===== src/rtl/bubble_sort4_stream.sv =====
// Streaming 4-element sorter: load four elements, sort in six compare-swap cycles, emit in order.
// Define BUBBLE_SORT4_DESCEND_EN for descending output; the default build sorts ascending.
module bubble_sort4_stream #(
    parameter int W = 4
) (
    input  logic         clk,
    input  logic         rst,
    input  logic         in_valid,
    input  logic [W-1:0] in_data,
    output logic         in_ready,
    output logic         out_valid,
    output logic [W-1:0] out_data,
    output logic         out_last,
    input  logic         out_ready,
    output logic         busy
);

    typedef enum logic [1:0] {LOAD, SORT, EMIT} state_t;

    state_t       state;
    logic [W-1:0] v [4];
    logic [1:0]   idx;
    logic [2:0]   step;
    logic [1:0]   lo;
    logic [1:0]   hi;
    logic         swap;

    // Pair order (0,1),(1,2),(2,3),(0,1),(1,2),(0,1) for steps 0..5.
    always_comb begin
        lo = 2'd0;
        case (step)
            3'd1, 3'd4: lo = 2'd1;
            3'd2:       lo = 2'd2;
            default:    lo = 2'd0;
        endcase
        hi = lo + 2'd1;
`ifdef BUBBLE_SORT4_DESCEND_EN
        swap = v[lo] < v[hi];
`else
        swap = v[lo] > v[hi];
`endif
    end

    assign out_data = v[idx];

    always_ff @(posedge clk or posedge rst) begin
        if (rst) begin
            state     <= LOAD;
            idx       <= '0;
            step      <= '0;
            for (int unsigned i = 0; i < 4; i++) v[i] <= '0;
            in_ready  <= 1'b0;
            out_valid <= 1'b0;
            out_last  <= 1'b0;
            busy      <= 1'b0;
        end else begin
            case (state)
                LOAD: begin
                    in_ready <= 1'b1;
                    if (in_valid && in_ready) begin
                        v[idx] <= in_data;
                        if (idx == 2'd3) begin
                            state    <= SORT;
                            idx      <= '0;
                            step     <= '0;
                            in_ready <= 1'b0;
                            busy     <= 1'b1;
                        end else begin
                            idx <= idx + 2'd1;
                        end
                    end
                end
                SORT: begin
                    if (swap) begin
                        v[lo] <= v[hi];
                        v[hi] <= v[lo];
                    end
                    if (step == 3'd5) begin
                        state     <= EMIT;
                        step      <= '0;
                        out_valid <= 1'b1;
                        out_last  <= 1'b0;
                    end else begin
                        step <= step + 3'd1;
                    end
                end
                EMIT: begin
                    if (out_valid && out_ready) begin
                        if (idx == 2'd3) begin
                            state     <= LOAD;
                            idx       <= '0;
                            out_valid <= 1'b0;
                            out_last  <= 1'b0;
                            busy      <= 1'b0;
                            in_ready  <= 1'b1;
                        end else begin
                            idx      <= idx + 2'd1;
                            out_last <= (idx == 2'd2);
                        end
                    end
                end
                default: begin
                    state <= LOAD;
                    idx   <= '0;
                end
            endcase
        end
    end

endmodule


===== config.mk =====
export PLATFORM = sky130hd
export DESIGN_NAME = bubble_sort4_stream
export DESIGN_NICKNAME = d
export VERILOG_FILES = /design/src/rtl/bubble_sort4_stream.sv
export SDC_FILE = /design/constraint.sdc
export NUM_CORES = 1
export LEC_CHECK = 0
export CAP_MARGIN = 20
export CORE_MARGIN = 4
export CORE_UTILIZATION = 50
export DETAILED_ROUTE_END_ITERATION = 8
export PLACE_DENSITY = 0.7
export SYNTH_ARGS = -nofsm -noshare
export SYNTH_HDL_FRONTEND = slang
export SYNTH_SLANG_ARGS = --single-unit

===== constraint.sdc =====
create_clock -name clk -period 5.2 [get_ports clk]
set_input_delay 1.04 -clock clk [delete_from_list [all_inputs] [get_ports clk]]
set_output_delay 1.04 -clock clk [all_outputs]
set_load 0.01 [all_outputs]

==> impl_metrics.toml <==
[outcome]
status = "completed"

[clock_network]
htree_levels = 1
clkTransAtPathRegs_ns = 0.09
cts_sinks = 27
worst_skew_pair.late_latency_ns = 0.27
numCtsBuffers = 3
postCtsSetupBuffers = 0
clk_path_buf_depth = 2
holdBufCountCts = 0
cts_tree = "yes"
cts_resized = 0
cts-root-buf = "clkbuf_8"

[worst_setup_path]
cp.required_ns = 5.36
crit_slowest_cell = "nor4b_2"
worstSetupStartpointType = "flip-flop"
cp_max_fo = 9
timing.rr.end = "v[4]"
cpPeakStageDelay_ns = 0.62
worstPathCellList = "inv_2, or3_4, ha_1, nor4b_2, mux2i_1, nor2_1, a21oi_1, inv_1, ha_1, nor2b_1, o211ai_1, o211ai_1, a32oi_1, o31ai_4, mux2_1"
rr_worst_depth = 15
crit-reg2reg-launch = "step[1]"
reg2reg_slack_ns = 0.53
worstSetupPathType = "reg -> reg"
cp-end-kind = "flip-flop"
worstPathArrival_ns = 4.83

[synth]
synthTopCellsByCount = "27 x dfrtp_1, 24 x nand2_1, 21 x nand3_1"
synth.avg_cell_area_um2 = 9.478
yosysTopAreaCell = "dfrtp_1"
syn_inst = 240
ys_warn_count = 0
synth_cell_type_count = 50
synth_top_area_frac = 0.2970
synth_most_common_cell = "dfrtp_1"
synth_edf_count = 0
synthArstFlopShare = 1.000
ys_ff_latch = 27
ys_seq_area_frac = 0.2970
synth_flop_cell = "dfrtp_1"
synthesis.area_um2 = 2275
synth_nets = 262
ys_top_cells_by_area = "dfrtp_1 30%, ha_1 7.7%, mux4_2 6.9%, o211ai_1 5.0%, nand3_1 4.6%"

[cells_and_area]
drive_above_1_share = 0.1411
fillers = 385
final_util = 0.5719
instances_no_fill = 300
final_nets = 271
diodes = 0
finish.instance_area_um2 = 2507
syn_to_final_growth_pct = 10.23

[sta]
rsz0062_at_grt = "no"
timing.setup.tns_ns = 0
clock_skew_ns = 0.003425
finalCritPeriodShare = 0.8972
tightest_slew_ns = 1.093
report.final.slew_viol_count = 0
finalHoldViolCount = 0
setup_viol = 0
max_slew_margin = 0.2711
fmax_mhz = 214.4
fin_crit_ns = 4.665

[job]
max_cap_violations = 0

[die]
core_area_um2 = 4384
die_h_um = 75.45
rows = 24
die_area_um2 = 5693
start_util = 0.5188
die_w_um = 75.45
ioPinCount = 16

[drt]
drt_wl_total_um = 5733
dr_total_vias = 1971
wl_per_cell_um = 19.11
drt_iter0_drc = 318
drt-pass1-iter-count = 7
drc = 0
ant_nets = 0
via_per_inst = 6.570

[global_routing]
antenna_found_initial = 0
grt_max_degree = 28
overflow = 0
grtUsageTotal = 0.2240
grt_pass1_wl_um = 9411
grt_pass1_vias = 1832

[hold_path]
hp-start = "v[0]"
whs_path_depth = 1
hp-class = "reg -> reg"
hold_path_end = "v[0]"

[placement]
io_buffer_count = 15
place_congestion = 0.9488
post-place-cells = 295
dp_hpwl_um = 4367
placed_cell_area_um2 = 2435
==> stage by stage <==
step	setup slack, ns	hold WS, ns
final	0.5348	0.5182
after global routing	0.3447	0.5451
after CTS	0.6746	0.5232
after detailed placement	0.7155	0.5034
after global placement	0.7364	0.5013
after floorplan	1.239	0.4707
==> registers in the layout, indices dropped and copies added (netlist names) <==
name	count
v	16
idx	2
out_last	1
out_valid	1
state	2
busy	1
step	3
in_ready	1
==> cell usage in the layout, fill, tap and decap left out, types with 2 or more instances in the layout <==
| master | instances |
|---|---|
| dfrtp_1 | 27 |
| nand2_1 | 24 |
| nand3_1 | 21 |
| nor2_1 | 16 |
| o211ai_1 | 15 |
| clkdlybuf4s50_1 | 15 |
| ha_1 | 14 |
| inv_1 | 11 |
| a21oi_1 | 10 |
| mux2i_1 | 8 |
| mux2_2 | 8 |
| nand2b_1 | 7 |
| mux4_2 | 7 |
| o21ai_0 | 5 |
| mux2_1 | 5 |
| inv_2 | 3 |
| nor2b_1 | 3 |
| o21ai_1 | 3 |
| and2_1 | 3 |
| a32oi_1 | 3 |
| o31ai_4 | 3 |
| nor3b_1 | 3 |
| a222oi_1 | 3 |
| clkbuf_8 | 3 |
| nand4_1 | 2 |
| a21o_1 | 2 |
==> final cells by class <==
cell class / instances / area (um^2) / area share
multi-input cells: 186 / 1484 / 0.5918
flip-flops and latches: 27 / 675.6 / 0.2695
repair buffers: 17 / 185.2 / 0.07385
well taps: 52 / 65.06 / 0.02595
inverters: 14 / 52.55 / 0.02096
clock buffers: 4 / 45.04 / 0.01796
==> worst max-delay path, delay by kind of cell (launching register included) <==
family / cells / cell delay [ns]
AND/OR/NAND/NOR: 4 / 1.20
buffers and inverters: 2 / 0.22
multiplexers: 2 / 0.61
AO/OA/AOI/OAI: 5 / 1.35
adder cells (fa/ha/maj): 2 / 0.62
flip-flops: 1 / 0.54
==> cells by family after synthesis <==
family / Yosys count / share of synthesized area
multiplexers: 28 / 0.1689
AND/OR/NAND/NOR: 89 / 0.2024
buffers and inverters: 27 / 0.05060
AO/OA/AOI/OAI: 53 / 0.1964
XOR/XNOR: 2 / 0.007702
adder cells (fa/ha/maj): 14 / 0.07701
flip-flops: 27 / 0.2970
==> layer usage <==
layer  routed length (um)  global-route usage  vias to the layer above
met3                  544             0.05673                       13
met4                  127             0.09126                        0
met2                 2485              0.3126                       97
met5                    0                   0                        -
li1                     -                   -                      904
met1                 2576              0.3297                      957
==> how the worst max path moves through the flow <==
| stage | from | endpoint | slack (ns) | cells past startpoint |
|---|---|---|---|---|
| after floorplan | step[0] | v[12] | 1.24 | 17 |
| after global placement | step[1] | v[8] | 0.74 | 15 |
| after detailed placement | step[1] | v[8] | 0.72 | 15 |
| after CTS | step[1] | v[4] | 0.67 | 15 |
| after global routing | step[0] | v[8] | 0.34 | 16 |
| final | step[1] | v[4] | 0.53 | 15 |
Power is not shown: default switching activity piles up to over one toggle a cycle in this logic, so the estimate is an artifact.
